===== src/rtl/parking_lane_counter.sv =====
// parking_lane_counter: per-lane entry/exit direction decoders with a
// stuck-sensor timeout, feeding one shared saturating occupancy counter.
module parking_lane_counter #(
  parameter int LANES    = 2,
  parameter int CAPACITY = 50,
  parameter int CNT_W    = $clog2(CAPACITY + 1),
  parameter int TIMEOUT  = 1000
) (
  input  logic             clk,
  input  logic             rst,
  input  logic [LANES-1:0] a,
  input  logic [LANES-1:0] b,
  output logic [LANES-1:0] lane_in,
  output logic [LANES-1:0] lane_out,
  output logic [LANES-1:0] lane_fault,
  output logic [CNT_W-1:0] count,
  output logic             full,
  output logic             empty,
  output logic             err_over,
  output logic             err_under
);

  localparam int TMO_W = $clog2(TIMEOUT);
  localparam int PC_W  = $clog2(LANES + 1);
  localparam int SUM_W = CNT_W + $clog2(LANES) + 2;

  localparam logic [TMO_W-1:0]        TMO_LAST = TMO_W'(TIMEOUT - 1);
  localparam logic signed [SUM_W-1:0] CAP_S    = SUM_W'(CAPACITY);
  localparam logic [CNT_W-1:0]        CAP_C    = CNT_W'(CAPACITY);

  typedef enum logic [2:0] {
    IDLE,
    EN_A,
    EN_AB,
    EN_B,
    EX_B,
    EX_BA,
    EX_A,
    FAULT
  } lane_state_t;

  // ---------------------------------------------------------------------
  // Per-lane direction decoders
  // ---------------------------------------------------------------------
  genvar gi;
  generate
    for (gi = 0; gi < LANES; gi++) begin : g_lane
      lane_state_t      state_reg;
      logic [TMO_W-1:0] tmo_reg;
      logic             in_reg;
      logic             out_reg;
      logic [1:0]       ab;
      logic             tmo_hit;

      assign ab = {a[gi], b[gi]};
      // A lane that has sat in any active state for TIMEOUT cycles is stuck.
      assign tmo_hit = (state_reg != IDLE) && (state_reg != FAULT) && (tmo_reg == TMO_LAST);

      // Lane FSM: decode the a/b beam sequence, timeout overrides the decode.
      always_ff @(posedge clk) begin
        if (rst) begin
          state_reg <= IDLE;
          tmo_reg   <= '0;
          in_reg    <= 1'b0;
          out_reg   <= 1'b0;
        end else begin
          in_reg  <= 1'b0;
          out_reg <= 1'b0;
          if (tmo_hit) begin
            state_reg <= FAULT;
            tmo_reg   <= '0;
          end else begin
            // Count time spent in active states; branches that return to
            // IDLE clear it again below.
            tmo_reg <= (state_reg == IDLE || state_reg == FAULT) ? '0 : tmo_reg + 1'b1;
            case (state_reg)
              IDLE: begin
                if (ab == 2'b10)      state_reg <= EN_A;
                else if (ab == 2'b01) state_reg <= EX_B;
              end
              EN_A: begin
                case (ab)
                  2'b11:        state_reg <= EN_AB;
                  2'b00, 2'b01: begin state_reg <= IDLE; tmo_reg <= '0; end
                  default:      ;
                endcase
              end
              EN_AB: begin
                case (ab)
                  2'b01:   state_reg <= EN_B;
                  2'b10:   state_reg <= EN_A;
                  2'b00:   begin state_reg <= IDLE; tmo_reg <= '0; end
                  default: ;
                endcase
              end
              EN_B: begin
                case (ab)
                  2'b11:   state_reg <= EN_AB;
                  2'b10:   begin state_reg <= IDLE; tmo_reg <= '0; end
                  2'b00:   begin state_reg <= IDLE; tmo_reg <= '0; in_reg <= 1'b1; end
                  default: ;
                endcase
              end
              EX_B: begin
                case (ab)
                  2'b11:        state_reg <= EX_BA;
                  2'b00, 2'b10: begin state_reg <= IDLE; tmo_reg <= '0; end
                  default:      ;
                endcase
              end
              EX_BA: begin
                case (ab)
                  2'b10:   state_reg <= EX_A;
                  2'b01:   state_reg <= EX_B;
                  2'b00:   begin state_reg <= IDLE; tmo_reg <= '0; end
                  default: ;
                endcase
              end
              EX_A: begin
                case (ab)
                  2'b11:   state_reg <= EX_BA;
                  2'b01:   begin state_reg <= IDLE; tmo_reg <= '0; end
                  2'b00:   begin state_reg <= IDLE; tmo_reg <= '0; out_reg <= 1'b1; end
                  default: ;
                endcase
              end
              FAULT: begin
                // Leave FAULT only once both beams are clear.
                if (ab == 2'b00) state_reg <= IDLE;
              end
              default: begin
                state_reg <= IDLE;
                tmo_reg   <= '0;
              end
            endcase
          end
        end
      end

      assign lane_in[gi]    = in_reg;
      assign lane_out[gi]   = out_reg;
      assign lane_fault[gi] = (state_reg == FAULT);
    end
  endgenerate

  // ---------------------------------------------------------------------
  // Shared occupancy counter
  // ---------------------------------------------------------------------
  logic [CNT_W-1:0]        count_reg;
  logic                    err_over_reg;
  logic                    err_under_reg;
  logic [PC_W-1:0]         n_in;
  logic [PC_W-1:0]         n_out;
  logic signed [SUM_W-1:0] sum_next;

  // Count entry and exit pulses across all lanes this cycle.
  always_comb begin
    n_in  = '0;
    n_out = '0;
    for (int i = 0; i < LANES; i++) begin
      n_in  = n_in  + PC_W'(lane_in[i]);
      n_out = n_out + PC_W'(lane_out[i]);
    end
  end

  // Entries and exits net out first, so simultaneous in/out never saturates.
  assign sum_next = $signed(SUM_W'(count_reg)) + $signed(SUM_W'(n_in)) - $signed(SUM_W'(n_out));

  // Saturating occupancy update with sticky overflow/underflow flags.
  always_ff @(posedge clk) begin
    if (rst) begin
      count_reg     <= '0;
      err_over_reg  <= 1'b0;
      err_under_reg <= 1'b0;
    end else if (sum_next > CAP_S) begin
      count_reg    <= CAP_C;
      err_over_reg <= 1'b1;
    end else if (sum_next[SUM_W-1]) begin
      count_reg     <= '0;
      err_under_reg <= 1'b1;
    end else begin
      count_reg <= CNT_W'(sum_next);
    end
  end

  assign count     = count_reg;
  assign full      = (count_reg == CAP_C);
  assign empty     = (count_reg == '0);
  assign err_over  = err_over_reg;
  assign err_under = err_under_reg;

endmodule

===== config.mk =====
export PLATFORM = sky130hd
export DESIGN_NAME = parking_lane_counter
export DESIGN_NICKNAME = d
export VERILOG_FILES = /design/src/rtl/parking_lane_counter.sv
export SDC_FILE = /design/constraint.sdc
export NUM_CORES = 1
export LEC_CHECK = 0
export ABC_AREA = 1
export CAP_MARGIN = 30
export CORE_UTILIZATION = 40
export CTS_BUF_LIST = sky130_fd_sc_hd__clkbuf_2
export DETAILED_ROUTE_END_ITERATION = 8
export SLEW_MARGIN = 20
export SYNTH_ARGS = -nofsm -noshare
export SYNTH_HDL_FRONTEND = slang
export SYNTH_SLANG_ARGS = --single-unit

===== constraint.sdc =====
create_clock -name clk -period 6.2 [get_ports clk]
set_input_delay 1.55 -clock clk [delete_from_list [all_inputs] [get_ports clk]]
set_output_delay 1.55 -clock clk [all_outputs]
set_load 0.05 [all_outputs]

==> impl_metrics.yaml, run 1 <==
setup_path:
  r2r-end: "count[0]"
  crit_path_max_fanout: 4
  crit_path_end: "empty"
  crit_start: "count[5]"
  regToRegSetupSlack_ps: 3500
  critical_path_required_ps: 4650
  critPathCaptureType: "output pin"
  start_kind: "register"
  r2r_start: "g_lane[0].out_reg"
  critPathKind: "register to output pin"
  cp.arrival_ps: 2050
  r2r_cells: 14
die:
  core_area_sq_mm: 0.00596
  die_area_sq_mm: 0.00652
  die_h_um: 80.8
  rows: 28
  ios: 22
  initial_core_util: 0.417
  die_w_um: 80.8
clocking:
  post_cts_resized: 0
  root_buffer: "clkbuf_2"
  ctsLongestPathBuffers: 2
  path_clk_slew_ps: 200
  cts_setup_buffers: 0
  clkSinkCount: 38
  clkLatencyLatePin_ps: 380
  cts_hold_buf: 0
  cts_tree: "done"
  htreeDepth: 2
  cts_buffers: 5
hold_path:
  hold_path.class: "register to register"
  hold_depth: 1
global_route:
  grt_most_used_layer: "met2"
  grtUsageTotal: 0.154
  grt_remaining_overflow: 0
  grtUsageMet2: 0.261
  grt_use_met3: 0.0404
  grt_pass1_wl_um: 7910
  grt_max_degree: 12
  antenna_found_initial: 0
  globalRouteMet1Util: 0.188
  grt_pass1_vias: 1872
layout:
  n_antenna_cell: 0
  seq_area_sq_um: 761
  syn_to_final_growth_pct: 12.0
  fin_area_sq_mm: 0.00278
  multiInputGateArea_sq_mm: 0.00144
  layout-drive-gt1-share: 0.0468
  largest_register_ffs: 20
  filler_cell_count: 631
  layout.nets: 412
logic_synthesis:
  synthAdderAreaFrac: 0.120
  synth_top_family_by_area: "simple AND/OR/NAND/NOR gates"
  seq_area_frac_synth: 0.306
  synth-edff-count: 0
  synth_nets: 391
  avgSynthCellArea_sq_um: 6.84
  yosys.area_share.simple: 0.355
  synth_cell_types: 31
  yosys.area.top_type: "dfxtp_1"
  ys_top_cells_by_count: "nand2_1, nor2_1, inv_1, dfxtp_1, nand3_1"
  synth_flop_cell: "dfxtp_1"
  ys_seq_elements: 38
  async_flop_share: 0
  synthCells: 363
  synthXorXnorAreaFrac: 0.0600
  synth-compound-area-share: 0.0444
  yosysTopAreaCellShare: 0.306
  ys.warnings.count: 0
  synthTopCellsByArea: "dfxtp_1, nand2_1, ha_1"
  synth.area.mux_share: 0
  synth_area_sq_mm: 0.00248
  yosysMostFrequentCell: "nand2_1"
timing:
  setup_ws_ps: 2600
  max_freq_mhz: 278
  period_share: 0.581
  finalHoldViolCount: 0
  worst_pin_slew_ps: 518
  rsz0062_at_grt: "false"
  setup_tns_ps: 0
  setup-violations-final: 0
  slew_violations: 0
  maxSlewHeadroom: 0.654
  min_period_ps: 3600
  whs_ps: 459
  skew_ps: 19.4
pwr:
  vdd_drop_max_uv: 172
  p_leak_nw: 1.32
  power_density_mw_per_mm2: 328
detailed_routing:
  num_vias: 2173
  post-route-drc-count: 0
  wl_per_cell_um: 9.93
  totalWireLength_um: 4570
  ant_nets: 0
  drt-pass1-iter-count: 4
  drt_iter0_drc: 85
  avgViaCountPerCell: 4.72
placement:
  dp_hpwl_um: 3610
  portBuffers: 21
  post_dp_cell_area_sq_mm: 0.00274
  place_congestion: 0.859
  post-place-ws_ps: 2830
run_status:
  outcome: "complete, no violations"
run:
  cap_violations: 0
==> layer usage <==
metal	up-vias	routed length (um)
li1	1182	-
met1	947	2220
met2	36	2110
met3	8	189
met4	0	51
met5	-	0
==> cell families after synthesis <==
| logic type | after synthesis |
|---|---|
| AO/OA/AOI/OAI | 19 |
| XOR/XNOR | 17 |
| adder cells (fa/ha/maj) | 22 |
| buffers and inverters | 71 |
| flip-flops | 38 |
| AND/OR/NAND/NOR | 196 |
==> cells in the final DEF (no fill, tap or decap), drive strengths merged <==
cell type      count
a21oi             10
a22oi              2
a32oi              2
and3               2
clkbuf             6
clkdlybuf4s50     21
clkinv             3
dfxtp             38
fa                 3
ha                19
inv               63
nand2             70
nand3             38
nand3b             3
nand4             10
nor2              64
nor3               8
nor3b              1
o21ai              3
o22ai              2
xnor2              4
xor2              13
==> final cells by class <==
type / count / share of cell area
multi-input cells: 254 / 0.517
clock buffers: 6 / 0.0108
inverters: 64 / 0.0864
repair buffers: 21 / 0.0756
flip-flops and latches: 38 / 0.274
well taps: 75 / 0.0337
clock inverters: 2 / 0.00315
==> critical path, cell delays in order, from the launching register on <==
cell	delay, ps
dfxtp_1	380
inv_1	100
ha_1	190
nand2_1	60
nor3_1	120
clkdlybuf4s50_1	820
==> power by group <==
group | switching, W | total, W | internal [W]
Clock | 0.0000789 | 0.000107 | 0.0000278
Sequential | 0.0000428 | 0.000325 | 0.000282
Combinational | 0.000315 | 0.000480 | 0.000165
Total | 0.000437 | 0.000911 | 0.000475
==> how the worst min path moves through the flow <==
stage	from	to	slack (ps)
floorplan	g_lane[0].tmo_reg[0]	g_lane[0].tmo_reg[0]	410
global placement	g_lane[0].tmo_reg[0]	g_lane[0].tmo_reg[0]	430
detailed placement	g_lane[1].tmo_reg[0]	g_lane[1].tmo_reg[0]	430
CTS	g_lane[1].tmo_reg[0]	g_lane[1].tmo_reg[0]	460
global route	g_lane[1].tmo_reg[0]	g_lane[1].tmo_reg[0]	470
finish	g_lane[1].tmo_reg[0]	g_lane[1].tmo_reg[0]	460
==> through the flow <==
step	std cells	power [W]	utilization
floorplan	363	0.000699	-
global placement	452	0.000808	0.461
detailed placement	452	0.000809	0.461
CTS	460	0.000919	0.467
global route	460	0.000998	0.467
finish	460	0.000911	0.467
(Power assumes the default switching activity.)
==> run 2, diff against run 1 <==
==> constraint.sdc (replaced) <==
create_clock -name clk -period 3.8 [get_ports clk]
set_input_delay 0.95 -clock clk [delete_from_list [all_inputs] [get_ports clk]]
set_output_delay 0.95 -clock clk [all_outputs]
set_load 0.05 [all_outputs]
==> run 2 against run 1 <==
  * Final cell count fell by 0.43%
  * Non-clock buffer count did not move
  * Utilization fell by 0.17 points
  * Sequential share of layout area rose by 0.099 points
  * Register-to-register slack got worse by 2400 ps
  * Sequential cell count did not move
==> impl_metrics.yaml, run 2 (synthesized netlist as in run 1, its figures left out) <==
run_status:
  outcome: "complete, no violations"
layout:
  syn_to_final_growth_pct: 11.6
  layout_common_cells: "nand2_1, nor2_1, inv_1"
  final_cells: 458
  n_antenna_cell: 0
  layout-drive-gt1-share: 0.0418
  final_common_cell: "nand2_1"
  largest_register_ffs: 20
  layout.nets: 412
pwr:
  power_density_mw_per_mm2: 528
  p_leak_nw: 1.31
  vdd_drop_max_uv: 269
clocking:
  cts_tree: "done"
  ctsLongestPathBuffers: 2
  cts_hold_buf: 0
  clkLatencyLatePin_ps: 360
  root_buffer: "clkbuf_2"
  post_cts_resized: 0
  path_clk_slew_ps: 170
  clkSinkCount: 38
  cts_setup_buffers: 0
  cts_buffers: 5
  htreeDepth: 2
detailed_routing:
  totalWireLength_um: 4490
  wl_per_cell_um: 9.79
  drt_iter0_drc: 68
  drt-pass1-iter-count: 4
  num_vias: 2186
  avgViaCountPerCell: 4.77
  ant_nets: 0
  post-route-drc-count: 0
global_route:
  grt_pass1_vias: 1955
  grtUsageTotal: 0.153
  grt_remaining_overflow: 0
  grt_max_degree: 11
  grt_pass1_wl_um: 7860
  antenna_found_initial: 0
placement:
  dp_hpwl_um: 3620
  dp.cells: 452
  portBuffers: 21
  place_congestion: 0.857
setup_path:
  critPathKind: "register to output pin"
  cp_slowest_stage_delay_ps: 820
  critical_path_required_ps: 2850
  regToRegSetupSlack_ps: 1110
  crit_buf_inv: 2
  start_kind: "register"
  cp.arrival_ps: 2030
  crit_path_max_fanout: 4
  critPathCaptureType: "output pin"
  path_delay_family: "buffers and inverters"
  crit_chain: "inv_1 > ha_1 > nand2_1 > nor3_1 > clkdlybuf4s50_1"
  cpMaxStageDelayCell: "clkdlybuf4s50_1"
die:
  rows: 28
  core_area_sq_mm: 0.00596
  ios: 22
  initial_core_util: 0.417
  die_w_um: 80.8
  die_area_sq_mm: 0.00652
  die_h_um: 80.8
timing:
  period_share: 0.784
  setup_tns_ps: 0
  min_period_ps: 2980
  slew_violations: 0
  worst_pin_slew_ps: 499
  finalHoldViolCount: 0
  max_freq_mhz: 336
  rsz0062_at_grt: "false"
  maxSlewHeadroom: 0.667
  skew_ps: 7.88
  setup-violations-final: 0
hold_path:
  hold_path.class: "register to register"
run:
  cap_violations: 0
==> run 2: cell types whose count changed in the layout (fill, tap and decap cells not counted), sizes merged <==
cell    before  now
clkinv       3    2
clkbuf       6    5
==> run 2: cell type report <==
cell class	count	area [sq um]
well taps	75	93.8
clock inverters	1	3.75
clock buffers	5	25.0
repair buffers	21	210
inverters	64	240
flip-flops and latches	38	761
multi-input cells	254	1440
fillers	648	3180
==> run 2: per-stage QoR <==
stage	utilization	hold slack, ps	power [W]	area, sq um	setup WS (ps)
finish	0.465	452	0.00146	2770	821
global placement	0.461	428	0.00132	2740	1080
detailed placement	0.461	433	0.00132	2740	1020
global route	0.465	471	0.00161	2770	681
CTS	0.465	457	0.00148	2770	790
floorplan	-	413	0.00114	2480	852
==> run 2: routing by layer <==
| metal | track usage | share of wire | up-vias |
|---|---|---|---|
| li1 | - | - | 1179 |
| met1 | 0.180 | 0.48 | 962 |
| met2 | 0.275 | 0.47 | 38 |
| met3 | 0.0371 | 0.041 | 7 |
| met4 | 0.0429 | 0.012 | 0 |
| met5 | 0 | 0 | - |
==> run 2: worst paths after layout <==
kind,startpoint,endpoint,cells after the start
hold / removal,g_lane[0].tmo_reg[0],g_lane[0].tmo_reg[0],1
setup / recovery,count[5],empty,5
hold reg to reg,g_lane[0].tmo_reg[0],g_lane[0].tmo_reg[0],1
setup reg to reg,g_lane[0].out_reg,count[0],14
==> run 2: worst register-to-register path, cell delays in order (launching register included) <==
cell and delay (ps):
dfxtp_1 370, inv_1 60, fa_1 380, inv_1 70, ha_1 210, inv_1 50, ha_1 160, inv_1 50
fa_1 390, nand3b_1 200, nand2_1 90, xor2_1 200, nand3_1 170, nand3_1 160, nor2_1 50
==> run 2: report_power, final <==
group	switching (W)	internal (W)
registers	0.0000699	0.000460
logic	0.000511	0.000269
clock network	0.000116	0.0000366
total	0.000697	0.000765
